**config.mk**
```make
export PLATFORM = sky130hd
export DESIGN_NAME = sender_arbiter
export DESIGN_NICKNAME = d
export VERILOG_FILES = /design/src/rtl/sender_arbiter.sv
export SDC_FILE = /design/constraint.sdc
export NUM_CORES = 1
export LEC_CHECK = 0
export ABC_AREA = 1
export BUFFER_PORTS_ARGS = -buffer_cell sky130_fd_sc_hd__buf_4
export CAP_MARGIN = 15
export CORE_MARGIN = 2
export CORE_UTILIZATION = 30
export DETAILED_ROUTE_END_ITERATION = 10
export PLACE_DENSITY = 0.51
export REMOVE_ABC_BUFFERS = 1
export SYNTH_ARGS = -nofsm -noshare
export SYNTH_HDL_FRONTEND = slang
export SYNTH_SLANG_ARGS = --single-unit
```
**constraint.sdc**
```tcl
create_clock -name clk -period 1.65 [get_ports clk]
set_input_delay 0.33 -clock clk [delete_from_list [all_inputs] [get_ports clk]]
set_output_delay 0.33 -clock clk [all_outputs]
set_load 0.01 [all_outputs]
```
**src/rtl/sender_arbiter.sv**
```systemverilog
// Round-robin arbiter for 4 clients sharing one 4-phase Request/Ack link.
// Latency: grant, Request and link word register on the edge after a request is seen in IDLE.
// Backpressure: clients hold cli_req until cli_done/cli_err; each Ack edge is awaited up to TIMEOUT cycles.
module sender_arbiter #(
   parameter int unsigned TIMEOUT = 255
) (
   input  logic        clk,
   input  logic        Reset,
   input  logic [3:0]  cli_req,
   input  logic [63:0] cli_data,
   output logic [3:0]  cli_grant,
   output logic [3:0]  cli_done,
   output logic [3:0]  cli_err,
   input  logic        Ack,
   output logic        Request,
   output logic [15:0] sdrDataOut,
   output logic        busy
);

   typedef enum logic [2:0] {
      IDLE     = 3'd0,
      REQ_HIGH = 3'd1,
      REQ_LOW  = 3'd2,
      DONE     = 3'd3,
      ABORT    = 3'd4
   } state_t;

   // Abort fires on the edge that ends the TIMEOUT-th cycle spent waiting in a state.
   localparam logic [7:0] TLIM = 8'(TIMEOUT - 1);

   state_t      state;
   logic        ack_m;
   logic        ack_s;
   logic [1:0]  ptr;
   logic [1:0]  winner;
   logic [1:0]  pick;
   logic        pick_vld;
   logic [15:0] pick_dat;
   logic [7:0]  timer;

   // Two-flop synchronizer; the FSM only ever looks at ack_s.
   always_ff @(posedge clk or posedge Reset) begin
      if (Reset) begin
         ack_m <= 1'b0;
         ack_s <= 1'b0;
      end else begin
         ack_m <= Ack;
         ack_s <= ack_m;
      end
   end

   // Round-robin pick: scan from ptr+4 (ptr itself, lowest priority) down to ptr+1 so the
   // closest requester after the last-served client wins.
   always_comb begin
      pick     = ptr;
      pick_vld = 1'b0;
      for (int i = 4; i >= 1; i--) begin
         if (cli_req[ptr + 2'(i)]) begin
            pick     = ptr + 2'(i);
            pick_vld = 1'b1;
         end
      end
      pick_dat = cli_data[{pick, 4'b0000} +: 16];
   end

   // Handshake FSM with all outputs registered; done/err default low so they pulse for one cycle.
   always_ff @(posedge clk or posedge Reset) begin
      if (Reset) begin
         state      <= IDLE;
         Request    <= 1'b0;
         sdrDataOut <= 16'h0000;
         cli_grant  <= 4'b0000;
         cli_done   <= 4'b0000;
         cli_err    <= 4'b0000;
         busy       <= 1'b0;
         ptr        <= 2'd3;
         winner     <= 2'd0;
         timer      <= 8'd0;
      end else begin
         cli_done <= 4'b0000;
         cli_err  <= 4'b0000;
         case (state)
            IDLE: begin
               if (pick_vld) begin
                  state      <= REQ_HIGH;
                  winner     <= pick;
                  sdrDataOut <= pick_dat;
                  cli_grant  <= 4'b0001 << pick;
                  Request    <= 1'b1;
                  timer      <= 8'd0;
                  busy       <= 1'b1;
               end
            end
            REQ_HIGH: begin
               if (ack_s) begin
                  state   <= REQ_LOW;
                  Request <= 1'b0;
                  timer   <= 8'd0;
               end else if (timer == TLIM) begin
                  state     <= ABORT;
                  Request   <= 1'b0;
                  cli_err   <= 4'b0001 << winner;
                  cli_grant <= 4'b0000;
                  ptr       <= winner;
               end else begin
                  timer <= timer + 8'd1;
               end
            end
            REQ_LOW: begin
               if (!ack_s) begin
                  state     <= DONE;
                  cli_done  <= 4'b0001 << winner;
                  cli_grant <= 4'b0000;
                  ptr       <= winner;
               end else if (timer == TLIM) begin
                  state     <= ABORT;
                  cli_err   <= 4'b0001 << winner;
                  cli_grant <= 4'b0000;
                  ptr       <= winner;
               end else begin
                  timer <= timer + 8'd1;
               end
            end
            DONE: begin
               state <= IDLE;
               busy  <= 1'b0;
            end
            ABORT: begin
               // Wait for the receiver to release Ack so the next transfer starts clean.
               if (!ack_s) begin
                  state <= IDLE;
                  busy  <= 1'b0;
               end
            end
            default: begin
               state   <= IDLE;
               Request <= 1'b0;
               busy    <= 1'b0;
            end
         endcase
      end
   end

endmodule

```
Word level (Yosys, flattened, before mapping)
Index checks and enable logic that the tools add are counted.

word-level totals
  register bits = 47
  bits in latches = 0
  bits in writable memories = 0
  bits in read-only memories = 0
  input bits = 71
  output and inout port bits = 30
  word-level logic and storage cells = 94
  memories kept = 0

cells by class
  $add $sub $neg = 4
  $mul = 0
  divide/modulo/power cells = 0
  order comparisons = 4
  eq/ne operators = 10
  shift operators = 3
  multiplexer cells = 47
  bitwise operators = 2
  reductions and logical operators = 12

operators with widths
  cell                                                                   number
  64-bit by 7-bit indexed part select with 16-bit output                 1
  4-bit two-way mux                                                      9
  8-bit two-way mux                                                      4
  8-bit one-hot mux with 3 select lines                                  1
  3-bit two-way mux                                                      5
  2-bit by 3-bit < comparator with 1-bit output (second input constant)  4
  1-bit two-way mux                                                      12
  2-bit two-way mux                                                      6
  3-bit one-hot mux with 4 select lines                                  1
  4-bit one-hot mux with 3 select lines                                  1
  3-bit AND reduction                                                    4
  8-bit by 1-bit adder with 8-bit output (second input constant)         1
  1-bit binary-select mux with 2-bit select                              4
  8-bit == test (second input constant)                                  1
  2-bit inequality test (second input constant)                          4
  4-bit one-hot mux with 2 select lines                                  1
  1-bit by 2-bit left shift with 4-bit output (first input constant)     2
  3-bit by 2-bit == test with 1-bit output (second input constant)       2
  1-bit one-hot mux with 3 select lines                                  2
  2-bit AND reduction                                                    3
  2-bit adder (second input constant)                                    2
  2-bit one-hot mux with 2 select lines                                  1
  3-bit by 1-bit == test with 1-bit output (second input constant)       1
  3-bit == test (second input constant)                                  1
  other kinds (8)                                                        9

Logic depth before layout (Yosys ltp)
  depth after elaboration = 9
  mapped depth = 15
  mapped depth without buffers = 14

Worst setup path before layout
OpenSTA, ideal clock, no wires.

  path kind = register to register
  from = reg ptr[0]
  to = reg sdrDataOut[1]
  setup time = 116 ps
  data arrival time = 1619 ps
  setup slack = -86 ps
  stages on the path, launching flop included = 16
  clock period less this slack = 1736 ps
  path through = dfstp_2 -> buf_6 -> nand2_2 -> o21ai_2 -> nand2_1 -> nand2_2 -> nand2_2 -> nand2_2 -> nand2_4 -> buf_4 -> nand3_1 -> nand2_1 -> nand2_1 -> nand2_1 -> nand2_1 -> nand2_1

between the ends
  word-level cells in the longest chain between the ends = 7

RTL lines
  item                                                                                           RTL line  text
  start: declaration                                                                             34        logic [1:0] ptr;
  start signal: assignment                                                                       104       ptr <= winner;
  start signal: assignment                                                                       114       ptr <= winner;
  start signal: assignment                                                                       119       ptr <= winner;
  2-bit adder or 1-bit binary-select mux with 2-bit select (tied branches)                       58, 59
  1-bit binary-select mux with 2-bit select or 1-bit two-way mux (tied branches)                 58        if (cli_req[ptr + 2'(i)]) begin
  1-bit two-way mux (not written as such)                                                        58
  2-bit two-way mux or 1-bit two-way mux (tied branches) (3 in a row)                            58
  64-bit by 7-bit indexed part select with 16-bit output or 2-bit AND reduction (tied branches)  --
  end signal: assignment                                                                         87        sdrDataOut <= pick_dat;
  end: declaration                                                                               16        output logic [15:0] sdrDataOut,

Parallel ways exist; a longest one is shown, timed or not. The select of a mux whose other input is x is not followed.
A chain may end at the register's enable or synchronous reset.

Final worst setup path
  from = reg ptr[0]
  to = reg sdrDataOut[5]

Same word-level chain as after synthesis.

==> out/results.ini <==
[outcome]
status = finished, violations left
failed_checks = negative setup slack

[sta]
fin_crit_sh_pct = 117.2
setup_slack_ns = -0.2838
final_hold_viol_count = 0
clock_skew_ns = 0.008943
report.final.slew_viol_count = 0
max_freq_mhz = 517.1
slew_headroom_pct = 73.17
fin_crit_ns = 1.934
worst_pin_slew_ns = 0.4015
finalSetupViolations = 32
rsz0062_at_grt = true

[setup_path]
start_kind = register
r2r_setup_slack_ns = -0.28
required_ns = 1.90
crit_fanout = 13
r2r-start = ptr[0]$_DFFE_PP1P_
r2r_cells = 15
critical_path_class = register to register
critPathArrivalTime_ns = 2.18
rr_endpoint = sdrDataOut[5]$_DFFE_PP0P_
cp-end-kind = register

[route]
via_count = 3138
ant_nets = 0
vias_per_cell = 4.588
wl_um = 8594
first_pass_iters = 5
drc_errors = 0
routedWlPerCell_um = 12.56
drt_iter0_drc = 81

[global_routing]
grt_max_degree = 48
grt_antenna_before_repair = 0
grt.overflow.total = 0
grt_pass1_wl_um = 14270
grt_usage_pct = 15.90
grt_pass1_vias = 3061

[finish]
fin_nets = 623
drive_above_1_share_pct = 36.12
antennaDiodeCount = 0
final_util_pct = 45.44
syn_to_final_growth_pct = 47.30

[yosys]
yosysTopAreaCell = dfrtp_1
ys.flop_type = dfrtp_1
avgSynthCellArea_um2 = 7.062
synth_edf_count = 0
yosysMostFrequentCell = nand2_1
synthTopCellsByArea = dfrtp_1 37%, nand2_1 23%, nand3_1 12%, inv_1 3.2%, buf_6 2.6%
synthDistinctLibCells = 31
synthArstFlopShare_pct = 100.0
syn-instance-count = 427
synth_top_cell_area_share_pct = 37.34
synth-seq-area-share_pct = 39.09
synth.top_cells.by_count = 181 x nand2_1, 72 x nand3_1, 45 x dfrtp_1
ys_seq_elements = 47
synth-warning-count = 0
netlist_area_mm2 = 0.003015

[cts]
cts.sinks = 47
cts_root_buf = clkbuf_8
hold_buffers = 0
insertion_delay_ns = 0.30
htree_levels = 2
cts_tree = yes
numCtsBuffers = 5
clk_pin_slew_ns = 0.09
clk_path_buf_depth = 2

[place]
io_buffers = 100
dp_hpwl_um = 6195
place_congestion = 0.8483

[power]
peakVddDrop_mv = 0.8641
p_total_uw = 9178
p_leak_uw = 0.002429
cellPowerDensity_mw_per_mm2 = 2066

[min_path]
hold_class = input pin to async pin

[floorplan]
rows = 36
dieArea_mm2 = 0.01087
io_pins = 101
dieWidth_um = 104.3
dieHeight_um = 104.3
start_util_pct = 30.85
core_mm2 = 0.009774

[job]
maxCapViolations = 0

[what timing repair did]
item,4_1_cts,5_1_grt
cloned,0,1
buffers inserted,3,4
endpoints found under the setup margin,32,37
gates resized for setup,33,28
pin swaps,2,4
[metrics by stage]
stage | hold WS, ns | TNS, ns | cells | worst slack (ns) | cell area, um^2
2_1_floorplan | 0.3312 | -12.51 | 408 | -0.6121 | 2846
3_3_place_gp | 0.3433 | -5.733 | 668 | -0.2431 | 4029
3_5_place_dp | 0.3402 | -7.118 | 668 | -0.2754 | 4029
4_1_cts | 0.06577 | -5.556 | 679 | -0.2527 | 4289
5_1_grt | 0.07340 | -11.47 | 684 | -0.4295 | 4442
6_report | 0.05967 | -7.071 | 684 | -0.2838 | 4442
[layer usage]
metal / vias to the layer above / wire length [um] / share of wire, % / GRT usage (%)
met5: - / 0 / 0 / 0
met2: 97 / 4122 / 48 / 27.87
met1: 1416 / 3815 / 44 / 19.57
met3: 7 / 605 / 7.0 / 5.138
li1: 1618 / - / - / -
met4: 0 / 51 / 0.59 / 2.027
[final cells by class]
class	instances	area, um^2
Multi-Input combinational cell	330	1705
Timing Repair Buffer	135	1142
Sequential cell	47	1179
Clock buffer	6	82.58
Tap cell	133	166.4
Fill cell	1013	5333
Clock inverter	2	35.03
Inverter	31	131.4
[cell usage in the layout (no fill, tap or decap), types with 2 or more instances in the layout]
cell,Yosys,routed
a21oi_1,5,4
a22o_1,2,2
buf_12,0,5
buf_4,8,116
buf_6,7,13
clkbuf_8,0,6
dfrtp_1,45,45
dfstp_2,2,2
ha_1,2,2
inv_1,26,21
inv_2,4,6
inv_4,1,2
nand2_1,181,167
nand2_2,10,19
nand2_4,3,5
nand2_8,1,4
nand3_1,72,68
nand3_2,3,3
nand3_4,0,4
nor2_1,12,10
nor2_2,0,2
nor3_1,10,10
o21ai_0,12,8
o21ai_1,3,6
o21ai_2,2,2
o31ai_2,3,3
xor2_1,3,3
[logic make-up after synthesis]
| family | Yosys count | share of synthesized area, % |
|---|---|---|
| AOI/OAI and AO/OA | 30 | 6.432 |
| xor gates and xnor gates | 4 | 1.162 |
| adders and majority gates | 2 | 0.8297 |
| buffers and inverters | 50 | 9.543 |
| DFF | 47 | 39.09 |
| and+or+nand+nor | 294 | 42.95 |
[registers in the layout, indices dropped and copies added (netlist names), 2 cells and up]
name / flops
timer: 8
ptr: 2
sdrDataOut: 16
cli_err: 4
winner: 2
state: 3
cli_grant: 4
cli_done: 4
[where the power goes]
part | internal [uW] | switching (uW) | total, uW | leakage (uW)
Clock | 491 | 397 | 888 | 0.0000612
Sequential | 1550 | 284 | 1830 | 0.000604
Combinational | 2790 | 3670 | 6460 | 0.00176
Total | 4830 | 4350 | 9180 | 0.00243
[how the worst max path moves through the flow]
stage / depth (start not counted) / endpoint / slack [ns] / from
6_report: 15 / sdrDataOut[5]$_DFFE_PP0P_ / -0.28 / ptr[0]$_DFFE_PP1P_
5_1_grt: 15 / sdrDataOut[4]$_DFFE_PP0P_ / -0.43 / ptr[0]$_DFFE_PP1P_
4_1_cts: 15 / sdrDataOut[5]$_DFFE_PP0P_ / -0.25 / ptr[0]$_DFFE_PP1P_
3_5_place_dp: 13 / timer[0]$_DFFE_PP0P_ / -0.28 / ptr[0]$_DFFE_PP1P_
3_3_place_gp: 15 / sdrDataOut[5]$_DFFE_PP0P_ / -0.24 / ptr[0]$_DFFE_PP1P_
2_1_floorplan: 13 / sdrDataOut[0]$_DFFE_PP0P_ / -0.61 / ptr[0]$_DFFE_PP1P_
[critical path: stages, from the launching register on]
cell and delay, ns:
dfstp_2 0.60, buf_6 0.14, nand2_2 0.05, nand2_2 0.07
nand2_2 0.05, nand2_2 0.09, clkinv_4 0.09, buf_6 0.13
nand3_4 0.12, clkbuf_16 0.18, nand3_1 0.09, nand2_1 0.07
nand2_1 0.06, nand2_1 0.06, nand2_1 0.05, nand2_1 0.05
No activity file was read; power rests on OpenSTA's default activity.
